File: src/rtl/datapath.sv
// Datapath: 8x16 register file feeding operand registers A/B, a shifter on B,
// a 4-function ALU, and result/status registers C/Z.
module datapath (
    input  logic        clk,
    input  logic        rst_n,
    input  logic [15:0] datapath_in,
    input  logic        vsel,
    input  logic [2:0]  writenum,
    input  logic        write,
    input  logic [2:0]  readnum,
    input  logic        loada,
    input  logic        loadb,
    input  logic [1:0]  shift,
    input  logic        asel,
    input  logic        bsel,
    input  logic [1:0]  ALUop,
    input  logic        loadc,
    input  logic        loads,
    output logic [15:0] datapath_out,
    output logic        Z_out
);

    logic [15:0] regs_q [8];
    logic [15:0] a_q, a_d;
    logic [15:0] b_q, b_d;
    logic [15:0] c_q, c_d;
    logic        z_q, z_d;

    logic [15:0] data_in;
    logic [15:0] read_data;
    logic [15:0] shift_out;
    logic [15:0] ain;
    logic [15:0] bin;
    logic [15:0] alu_out;
    logic        alu_zero;

    assign data_in   = vsel ? datapath_in : c_q;
    assign read_data = regs_q[readnum];

    always_comb begin
        shift_out = b_q;
        unique case (shift)
            2'b00: shift_out = b_q;
            2'b01: shift_out = {b_q[14:0], 1'b0};
            2'b10: shift_out = {1'b0, b_q[15:1]};
            2'b11: shift_out = {b_q[15], b_q[15:1]};
        endcase
    end

    assign ain = asel ? '0 : a_q;
    assign bin = bsel ? datapath_in : shift_out;

    always_comb begin
        alu_out = '0;
        unique case (ALUop)
            2'b00: alu_out = ain + bin;
            2'b01: alu_out = ain - bin;
            2'b10: alu_out = ain & bin;
            2'b11: alu_out = ~bin;
        endcase
    end

    assign alu_zero = (alu_out == '0);

    always_comb begin
        a_d = loada ? read_data : a_q;
        b_d = loadb ? read_data : b_q;
        c_d = loadc ? alu_out   : c_q;
        z_d = loads ? alu_zero  : z_q;
    end

    // Reads see pre-edge contents, so a same-cycle write/read returns the old value.
    always_ff @(posedge clk or negedge rst_n) begin
        if (!rst_n) begin
            for (int unsigned i = 0; i < 8; i++) begin
                regs_q[i] <= '0;
            end
        end else if (write) begin
            regs_q[writenum] <= data_in;
        end
    end

    always_ff @(posedge clk or negedge rst_n) begin
        if (!rst_n) begin
            a_q <= '0;
            b_q <= '0;
            c_q <= '0;
            z_q <= 1'b0;
        end else begin
            a_q <= a_d;
            b_q <= b_d;
            c_q <= c_d;
            z_q <= z_d;
        end
    end

    assign datapath_out = c_q;
    assign Z_out        = z_q;

endmodule

File: config.mk
export PLATFORM = sky130hd
export DESIGN_NAME = datapath
export DESIGN_NICKNAME = d
export VERILOG_FILES = /design/src/rtl/datapath.sv
export SDC_FILE = /design/constraint.sdc
export NUM_CORES = 1
export LEC_CHECK = 0
export CAP_MARGIN = 30
export CORE_ASPECT_RATIO = 1.25
export CORE_MARGIN = 4
export CORE_UTILIZATION = 50
export CTS_BUF_LIST = sky130_fd_sc_hd__clkbuf_4
export DETAILED_ROUTE_END_ITERATION = 8
export DONT_BUFFER_PORTS = 1
export HOLD_SLACK_MARGIN = 0.12
export PLACE_DENSITY = 0.72
export SYNTH_ARGS = -nofsm -noshare
export SYNTH_HDL_FRONTEND = slang
export SYNTH_SLANG_ARGS = --single-unit
File: constraint.sdc
create_clock -name clk -period 4.8 [get_ports clk]
set_input_delay 0.24 -clock clk [delete_from_list [all_inputs] [get_ports clk]]
set_output_delay 0.24 -clock clk [all_outputs]
set_load 0.02 [all_outputs]
=== After elaboration in Yosys (flattened, before gate mapping) ===
Cells that the tools add are included.

* Flip-flop bits (word level): 177
* Latch bits: 0
* Memory bits (writable): 0
* Bits in read-only memories: 0
* Output and inout port bits: 17
* Memories: 0

* Add/sub/neg operators: 2
* $mul: 0
* Divide/modulo/power cells: 0
* Order comparisons: 3
* Eq/ne operators: 6
* Shift-type cells: 0
* Mux-type cells: 11
* Bitwise logic cells: 4
* Reductions and logical operators: 4

{| class="wikitable"
|+ Operator list
! operator !! count
|-
| 128-bit bitwise mux || 1
|-
| 16-bit one-hot mux with 4 select lines || 2
|-
| 16-bit 2-to-1 mux || 6
|-
| 16-bit binary-select mux with 3-bit select || 1
|-
| 16-bit demux with 3-bit select || 1
|-
| 16-bit adder || 1
|-
| 16-bit bitwise AND || 1
|-
| 16-bit zero test || 1
|-
| 16-bit inverter || 1
|-
| 16-bit subtractor || 1
|-
| 2-bit equality test, second input constant || 4
|-
| 4-bit >= comparator, second input constant || 2
|-
| 3-bit inverter with 4-bit output || 2
|-
| 2-bit by 1-bit equality test with 1-bit output, second input constant || 2
|-
| 2-bit zero test || 2
|-
| 4-bit by 1-bit less-than comparator with 1-bit output, second input constant || 1
|-
| 1-bit logical AND || 1
|}

=== Depth between registers and ports, before layout ===
Gate-level depths: netlist of run 1.

* Depth after elaboration: 6
* Gate-level depth with buffers: 18
* Depth with buffers taken out: 16

=== Least setup slack after synthesis of run 1 ===
No wires, ideal clock.

* Kind: input to register
* Start point: input port shift[0]
* End point: register z_q, in the netlist Z_out
* Data arrival time: 3,656 ps
* Data required time: 4,680 ps
* Slack: 1,024 ps
* Stages: 17
* Buffers on the path: 2
* Cells stage by stage: buf_6 -> buf_12 -> mux2_4 -> o221ai_2 -> ha_1 -> nand3_1 -> o21ai_0 -> xor2_1 -> ha_1 -> a21oi_1 -> o21ai_0 -> a221o_1 -> o211a_1 -> a211oi_1 -> and3_1 -> o31ai_2 -> a41o_1

* Longest elaborated chain between the ends: 6

{| class="wikitable"
|+ Ends and longest elaborated chain
! what !! RTL line !! RTL
|-
| start, declared || 13 || <nowiki>input logic [1:0] shift,</nowiki>
|-
| 2-bit equality test (tied with other cells) || 42 || <nowiki>unique case (shift)</nowiki>
|-
| 16-bit one-hot mux with 4 select lines (*) || 42 ||
|-
| 16-bit 2-to-1 mux (*) || 51 || <nowiki>assign bin = bsel ? datapath_in : shift_out;</nowiki>
|-
| 16-bit subtractor (tied with other cells) || 57 || <nowiki>2'b01: alu_out = ain - bin;</nowiki>
|-
| 16-bit one-hot mux with 4 select lines (*) || 55 || <nowiki>unique case (ALUop)</nowiki>
|-
| 16-bit zero test (*) || 63 || <nowiki>assign alu_zero = (alu_out == '0);</nowiki>
|-
| end signal, assigned || 93 || <nowiki>z_q <= z_d;</nowiki>
|-
| end, declared || 27 || <nowiki>logic z_q, z_d;</nowiki>
|}

Mark *: on every way between the ends. The rest lies on a longest branch, timed or not.
A chain may end at the register's enable or synchronous reset.

=== Worst setup path after layout of run 1 ===
* Start point: register b_q[1]
* End point: register z_q, in the netlist Z_out

* Longest elaborated chain between the ends: 5

{| class="wikitable"
|+ Ends and longest elaborated chain
! what !! RTL line !! RTL
|-
| start, declared || 25 || <nowiki>logic [15:0] b_q, b_d;</nowiki>
|-
| start signal, assigned || 86 || <nowiki>b_q <= '0;</nowiki>
|-
| start signal, assigned || 91 || <nowiki>b_q <= b_d;</nowiki>
|-
| 16-bit one-hot mux with 4 select lines (*) || 42 ||
|-
| 16-bit 2-to-1 mux (*) || 51 ||
|-
| 16-bit subtractor (tied with other cells) || 57 ||
|-
| 16-bit one-hot mux with 4 select lines (*) || 55 ||
|-
| 16-bit zero test (*) || 63 ||
|}

Marks and branches as above.

==> results_dict.tcl, run 1 <==
set metrics [dict create \
    status "complete, no violations" \
    cp.arrival_ns 4.80 \
    dr_wl_met3_um 1530 \
    synthTopCellsByCount "dfrtp_1 (177), a21oi_1 (128), nor2_1 (126)" \
    synth_area_leader_cell "dfrtp_1" \
    yosys.cell_count.top_type "dfrtp_1" \
    core_area_um2 18800 \
    rsz0062_at_grt "false" \
    fin_crit_sh 0.887 \
    fin_ws_ns 0.545 \
    crit_chain "mux2_4, o221ai_2, ha_1, nand3_1, o21ai_0, xor2_1, ha_1, a21oi_1, o21ai_0, a221o_1, o21ai_0, nor3b_1, o31ai_1, nor4_1, a41o_1" \
    overflow 0 \
    hpwl_um 16100 \
    r2r-start "b_q[1]$_DFFE_PN0P_" \
    drive_above_1_share 0.112 \
    antenna_found_initial 1 \
    synth_seq_cells 177 \
    max_slew.worst_pin.slew_ns 0.979 \
    synth_edf_count 0 \
    hold_viol_final 0 \
    start_util 0.509 \
    drtAntennaViolNets 0 \
    finalNetCount 1045 \
    ys_warn_count 0 \
    clockBufferDepth 2 \
    yosysTopAreaCellShare 0.463 \
    crit_slowest_cell "dfrtp_1" \
    min_path_type "in2reg" \
    fillCellCount 1637 \
    clockRootBuffer "clkbuf_4" \
    die-area_um2 21400 \
    detail_route.drc_violations 0 \
    worstSetupPathType "reg2reg" \
    async_flop_share 1.00 \
    path_common_cell "o21ai_0" \
    rows 56 \
    place.gp.congestion 0.920 \
    syn_area_um2 9560 \
    irDropWorstVdd_uv 167 \
    routed_wirelength_um 25500 \
    critPathMaxFanout 6 \
    area_growth_pct 10.7 \
    cts_buffers 17 \
    setup_viol 0 \
    drv_cap 0 \
    place_ws_ns 0.729 \
    vias_per_cell 6.00 \
    maxSlewHeadroom 0.345 \
    crit_end "Z_out$_DFFE_PN0P_" \
    powerDensity_nw_per_um2 421 \
    cts.sinks 177 \
    cts-resized-gates 0 \
    synth_seq_area_share 0.463 \
    hold-path-cell-count 5 \
    firstDrtPassIters 6 \
    worst_clock_skew_ns 0.0269 \
    vias 7434 \
    netlist_instances 966 \
    top_layer "met4" \
    route.layer.met1.wl_um 10300 \
    die_h_um 163 \
    p_total_w 0.00445 \
    grt_pass1_vias 7359 \
    wl_per_cell_um 20.6 \
    grt_first_pass_wirelength_um 40500 \
    dr_wl_met2_um 12900 \
    grt_usage 0.242 \
    end_kind "flip-flop" \
    yosysUniqueCellTypes 74 \
    io-pin-count 53 \
    port_buffers 0 \
    crit_start "b_q[1]$_DFFE_PN0P_" \
    ctsHoldBuffers 51 \
    htreeDepth 4 \
    clk_pin_slew_worst_paths_ns 0.17 \
    cts_tree "done" \
    setup_tns_ns 0 \
    synth.area.top_cells "dfrtp_1 (46%), mux4_2 (7.5%), a21oi_1 (6.7%)" \
    clk_latency_ns 0.59 \
    finalMaxSlewViolations 0 \
    drt_iter0_markers 610 \
    rrSetupSlack_ns 0.54 \
    worst_setup_path_start_kind "flip-flop" \
    ys.flop_type "dfrtp_1" \
    utilization 0.564 \
    p_leak_nw 4.57 \
    rr_worst_depth 15 \
    grt_max_degree 178 \
    timing.fmax_mhz 235 \
    critPathRequiredTime_ns 5.34 \
    syn-num-nets 1020 \
    die_width_um 132 \
    min_period_ns 4.26 \
    post-cts-setup-buffer-count 0 \
    r2r-end "Z_out$_DFFE_PN0P_" \
    cp_slowest_stage_delay_ns 0.43 \
    synth.avg_cell_area_um2 9.90 \
]
sequential cells by signal, indices dropped and copies added, names as in the netlist:
register and flops:
Z_out 1, datapath_out 16, regs_q 128, b_q 16
a_q 16
logic make-up (layout without fill, tap and decap cells):
family,Yosys count,in the layout,share of synthesized area
other,0,2,0
adders and majority gates,18,18,0.0243
muxes,95,95,0.144
AOI/OAI and AO/OA,267,267,0.161
buffers and inverters,82,120,0.0379
xor gates and xnor gates,20,20,0.0183
DFF,177,177,0.463
and+or+nand+nor,307,307,0.151
stage by stage:
| stage | hold WS (ns) | area (µm²) | instances |
|---|---|---|---|
| 2_1_floorplan | -0.0556 | 9560 | 966 |
| 3_3_place_gp | -0.0438 | 9670 | 1150 |
| 3_5_place_dp | -0.0444 | 9670 | 1150 |
| 4_1_cts | 0.120 | 10500 | 1233 |
| 5_1_grt | 0.121 | 10600 | 1238 |
| 6_report | 0.151 | 10600 | 1238 |
cell usage in the layout (no fill, tap or decap), types with 5 or more instances in the layout:
cell type      instances
a31oi_1                6
o21ai_0               85
nor3b_1                8
mux4_2                32
nand3_1               10
mux2_2                 7
xor2_1                13
o211ai_1               5
inv_1                 25
dlygate4sd3_1         49
clkbuf_4              17
nor2_1               126
nand2b_1              10
buf_4                  9
xnor2_1                7
nor2b_1               15
a211oi_1               6
ha_1                  17
a21oi_1              128
dfrtp_1              177
mux2i_1               52
nand2_1               92
routing by layer:
layer  global-route usage  vias to the layer above
li1                     -                     3490
met1                0.300                     3633
met2                0.423                      255
met3               0.0485                       56
met4               0.0883                        0
met5                    0                        -
worst max-delay path: cells and delay by family, from the launching register on:
family	cells	cell delay, ns
muxes	1	0.28
xor gates and xnor gates	1	0.18
DFF	1	0.43
AOI/OAI and AO/OA	8	1.93
and+or+nand+nor	3	0.82
adders and majority gates	2	0.57
cell type report:
type	count	area (µm²)	area share
Antenna cell	2	5.00	0.000473
Multi-Input combinational cell	707	4790	0.452
Clock inverter	15	171	0.0162
Inverter	25	93.8	0.00887
Clock buffer	17	128	0.0121
Timing Repair Buffer	63	678	0.0641
Tap cell	232	290	0.0274
Sequential cell	177	4430	0.418
how the worst min path moves through the flow:
stage               startpoint                     endpoint
CTS                 readnum[0]           a_q[3]$_DFFE_PN0P_
finish                    asel  datapath_out[3]$_DFFE_PN0P_
detailed placement       rst_n       regs_q[24]$_DFFE_PN0P_
floorplan                rst_n            Z_out$_DFFE_PN0P_
global placement         rst_n       regs_q[24]$_DFFE_PN0P_
global route             loads            Z_out$_DFFE_PN0P_
power breakdown:
group	internal, W	switching (W)	total [W]
logic	0.000645	0.000748	0.00139
clock network	0.000285	0.000586	0.000870
registers	0.00188	0.000314	0.00219
total	0.00280	0.00165	0.00445
Note: power is estimated with default switching activity, not from simulation.
==> run 2, diff against run 1 <==
CELL_PAD_IN_SITES_DETAIL_PLACEMENT = 1   (was not set)
CELL_PAD_IN_SITES_GLOBAL_PLACEMENT = 1   (was not set)
PLACE_DENSITY = 0.86   (was 0.72)
==> run 2 against run 1 <==
Clock skew is 0.0096 ns higher; setup slack worse by 0.26 ns; sequential cell count did not move; worst hold slack worse by 0.014 ns; die area unchanged; final area shrank 0.73%; critical endpoint unchanged; largest cell class unchanged.
==> results_dict.tcl, run 2 (same netlist as run 1, synthesis figures left out) <==
set metrics [dict create \
    rr_worst_depth 15 \
    die_h_um 163 \
    final_common_cell "dfrtp_1" \
    finalMaxSlewViolations 0 \
    regMostFlops "regs_q" \
    area_growth_pct 9.89 \
    place_ws_ns 0.530 \
    dr_wl_met2_um 16100 \
    ctsHoldBuffers 45 \
    swShare 0.404 \
    worstSetupPathType "reg2reg" \
    setup_viol 0 \
    rrSetupSlack_ns 0.29 \
    rsz0062_at_grt "false" \
    internal_power_w 0.00277 \
    vias_per_cell 6.54 \
    power_frac_seq 0.482 \
    htreeDepth 4 \
    timing.fmax_mhz 222 \
    grt_max_degree 178 \
    fin_crit_sh 0.940 \
    comb_power_share 0.321 \
    start_util 0.509 \
    clockBufferDepth 2 \
    rows 56 \
    drv_cap 0 \
    cts-resized-gates 0 \
    irDropWorstVdd_uv 158 \
    clock_power_share 0.197 \
    mostFrequentLayoutCells "dfrtp_1 (177), a21oi_1 (128), nor2_1 (126), nand2_1 (92), o21ai_0 (85)" \
    grt_pass1_vias 8815 \
    cp.arrival_ns 5.09 \
    worst_clock_skew_ns 0.0365 \
    die_width_um 132 \
    max_slew.worst_pin.slew_ns 1.00 \
    hold-path-cell-count 4 \
    grt_usage 0.301 \
    setup_tns_ns 0 \
    drtAntennaViolNets 0 \
    route.layer.met1.wl_um 12200 \
    routed_wirelength_um 31700 \
    wl_per_cell_um 25.7 \
    die-area_um2 21400 \
    firstDrtPassIters 5 \
    status "complete, no violations" \
    r2r-end "Z_out$_DFFE_PN0P_" \
    post-cts-setup-buffer-count 0 \
    finalNetCount 1039 \
    critPathRequiredTime_ns 5.38 \
    min_period_ns 4.51 \
    drive_above_1_share 0.113 \
    hp-start "write" \
    core_area_um2 18800 \
    vias 8054 \
    p_sw_w 0.00187 \
    dr_wl_met3_um 1840 \
    r2r-start "b_q[5]$_DFFE_PN0P_" \
    port_buffers 0 \
    cts_tree "done" \
    detail_route.drc_violations 0 \
    overflow 0 \
    clk_latency_ns 0.64 \
    largest_reg_flops 128 \
    end_kind "flip-flop" \
    hold_viol_final 0 \
    grt_first_pass_wirelength_um 50000 \
    top_layer "met4" \
    worst_setup_path_start_kind "flip-flop" \
    cts_buffers 17 \
    fin_ws_ns 0.288 \
    cts.sinks 177 \
    maxSlewHeadroom 0.328 \
    antenna_found_initial 1 \
    hpwl_um 19200 \
    place.gp.congestion 0.940 \
    powerDensity_nw_per_um2 441 \
    critPathMaxFanout 8 \
    min_path_type "in2reg" \
    drt_iter0_markers 635 \
    holdPathEnd "regs_q[66]$_DFFE_PN0P_" \
    io-pin-count 53 \
    p_leak_nw 4.55 \
    clockRootBuffer "clkbuf_4" \
    clk_pin_slew_worst_paths_ns 0.18 \
]
## run 2: worst max-delay path by stage
| stage | start | to | slack (ns) |
|---|---|---|---|
| 5_1_grt | b_q[1]$_DFFE_PN0P_ | Z_out$_DFFE_PN0P_ | 0.03 |
| 6_report | b_q[5]$_DFFE_PN0P_ | Z_out$_DFFE_PN0P_ | 0.29 |
| 3_3_place_gp | b_q[4]$_DFFE_PN0P_ | Z_out$_DFFE_PN0P_ | 0.69 |
| 3_5_place_dp | b_q[1]$_DFFE_PN0P_ | Z_out$_DFFE_PN0P_ | 0.53 |
| 4_1_cts | b_q[1]$_DFFE_PN0P_ | Z_out$_DFFE_PN0P_ | 0.47 |
| 2_1_floorplan | shift[0] | Z_out$_DFFE_PN0P_ | 1.02 |
## run 2: through the flow
step | util | hold slack (ns) | power (W) | instance area (µm²) | instances
finish | 0.560 | 0.137 | 0.00464 | 10500 | 1231
CTS | 0.558 | 0.120 | 0.00454 | 10500 | 1228
floorplan | - | -0.0556 | 0.00316 | 9560 | 966
global route | 0.560 | 0.122 | 0.00489 | 10500 | 1231
global placement | 0.515 | -0.0472 | 0.00341 | 9680 | 1151
detailed placement | 0.515 | -0.0476 | 0.00353 | 9680 | 1151
## run 2: critical path: stages, from the launching register on
cell and delay [ns]:
dfrtp_1 0.48, mux2_4 0.30, o221ai_2 0.35, nand4b_2 0.21
nor2_1 0.29, a21oi_1 0.13, xnor2_1 0.15, ha_1 0.44
nand3_1 0.20, nor4_1 0.43, a221o_1 0.24, o21ai_0 0.13
a21boi_0 0.25, o31ai_1 0.13, nor4_1 0.51, a41o_1 0.23
## run 2: final cells by class
class | count | area (µm²)
sequential | 177 | 4430
antenna | 1 | 2.50
inverter | 25 | 93.8
clock inverter | 15 | 176
tap | 232 | 290
multi-input combinational | 707 | 4790
timing repair buffer | 57 | 598
fill | 2089 | 8270
clock buffer | 17 | 128
## run 2: power groups by stage
stage          registers (W)  logic (W)  clock network [W]
2_1_floorplan        0.00212    0.00103                  0
3_5_place_dp         0.00224    0.00129                  0
3_3_place_gp         0.00220    0.00121                  0
5_1_grt              0.00228    0.00163           0.000981
6_report             0.00224    0.00149           0.000913
4_1_cts              0.00221    0.00143           0.000907
## run 2: routing by layer
metal | global-route usage | vias to the layer above
met4 | 0.158 | 0
met2 | 0.525 | 327
met3 | 0.0637 | 101
met5 | 0 | -
met1 | 0.351 | 4138
li1 | - | 3488
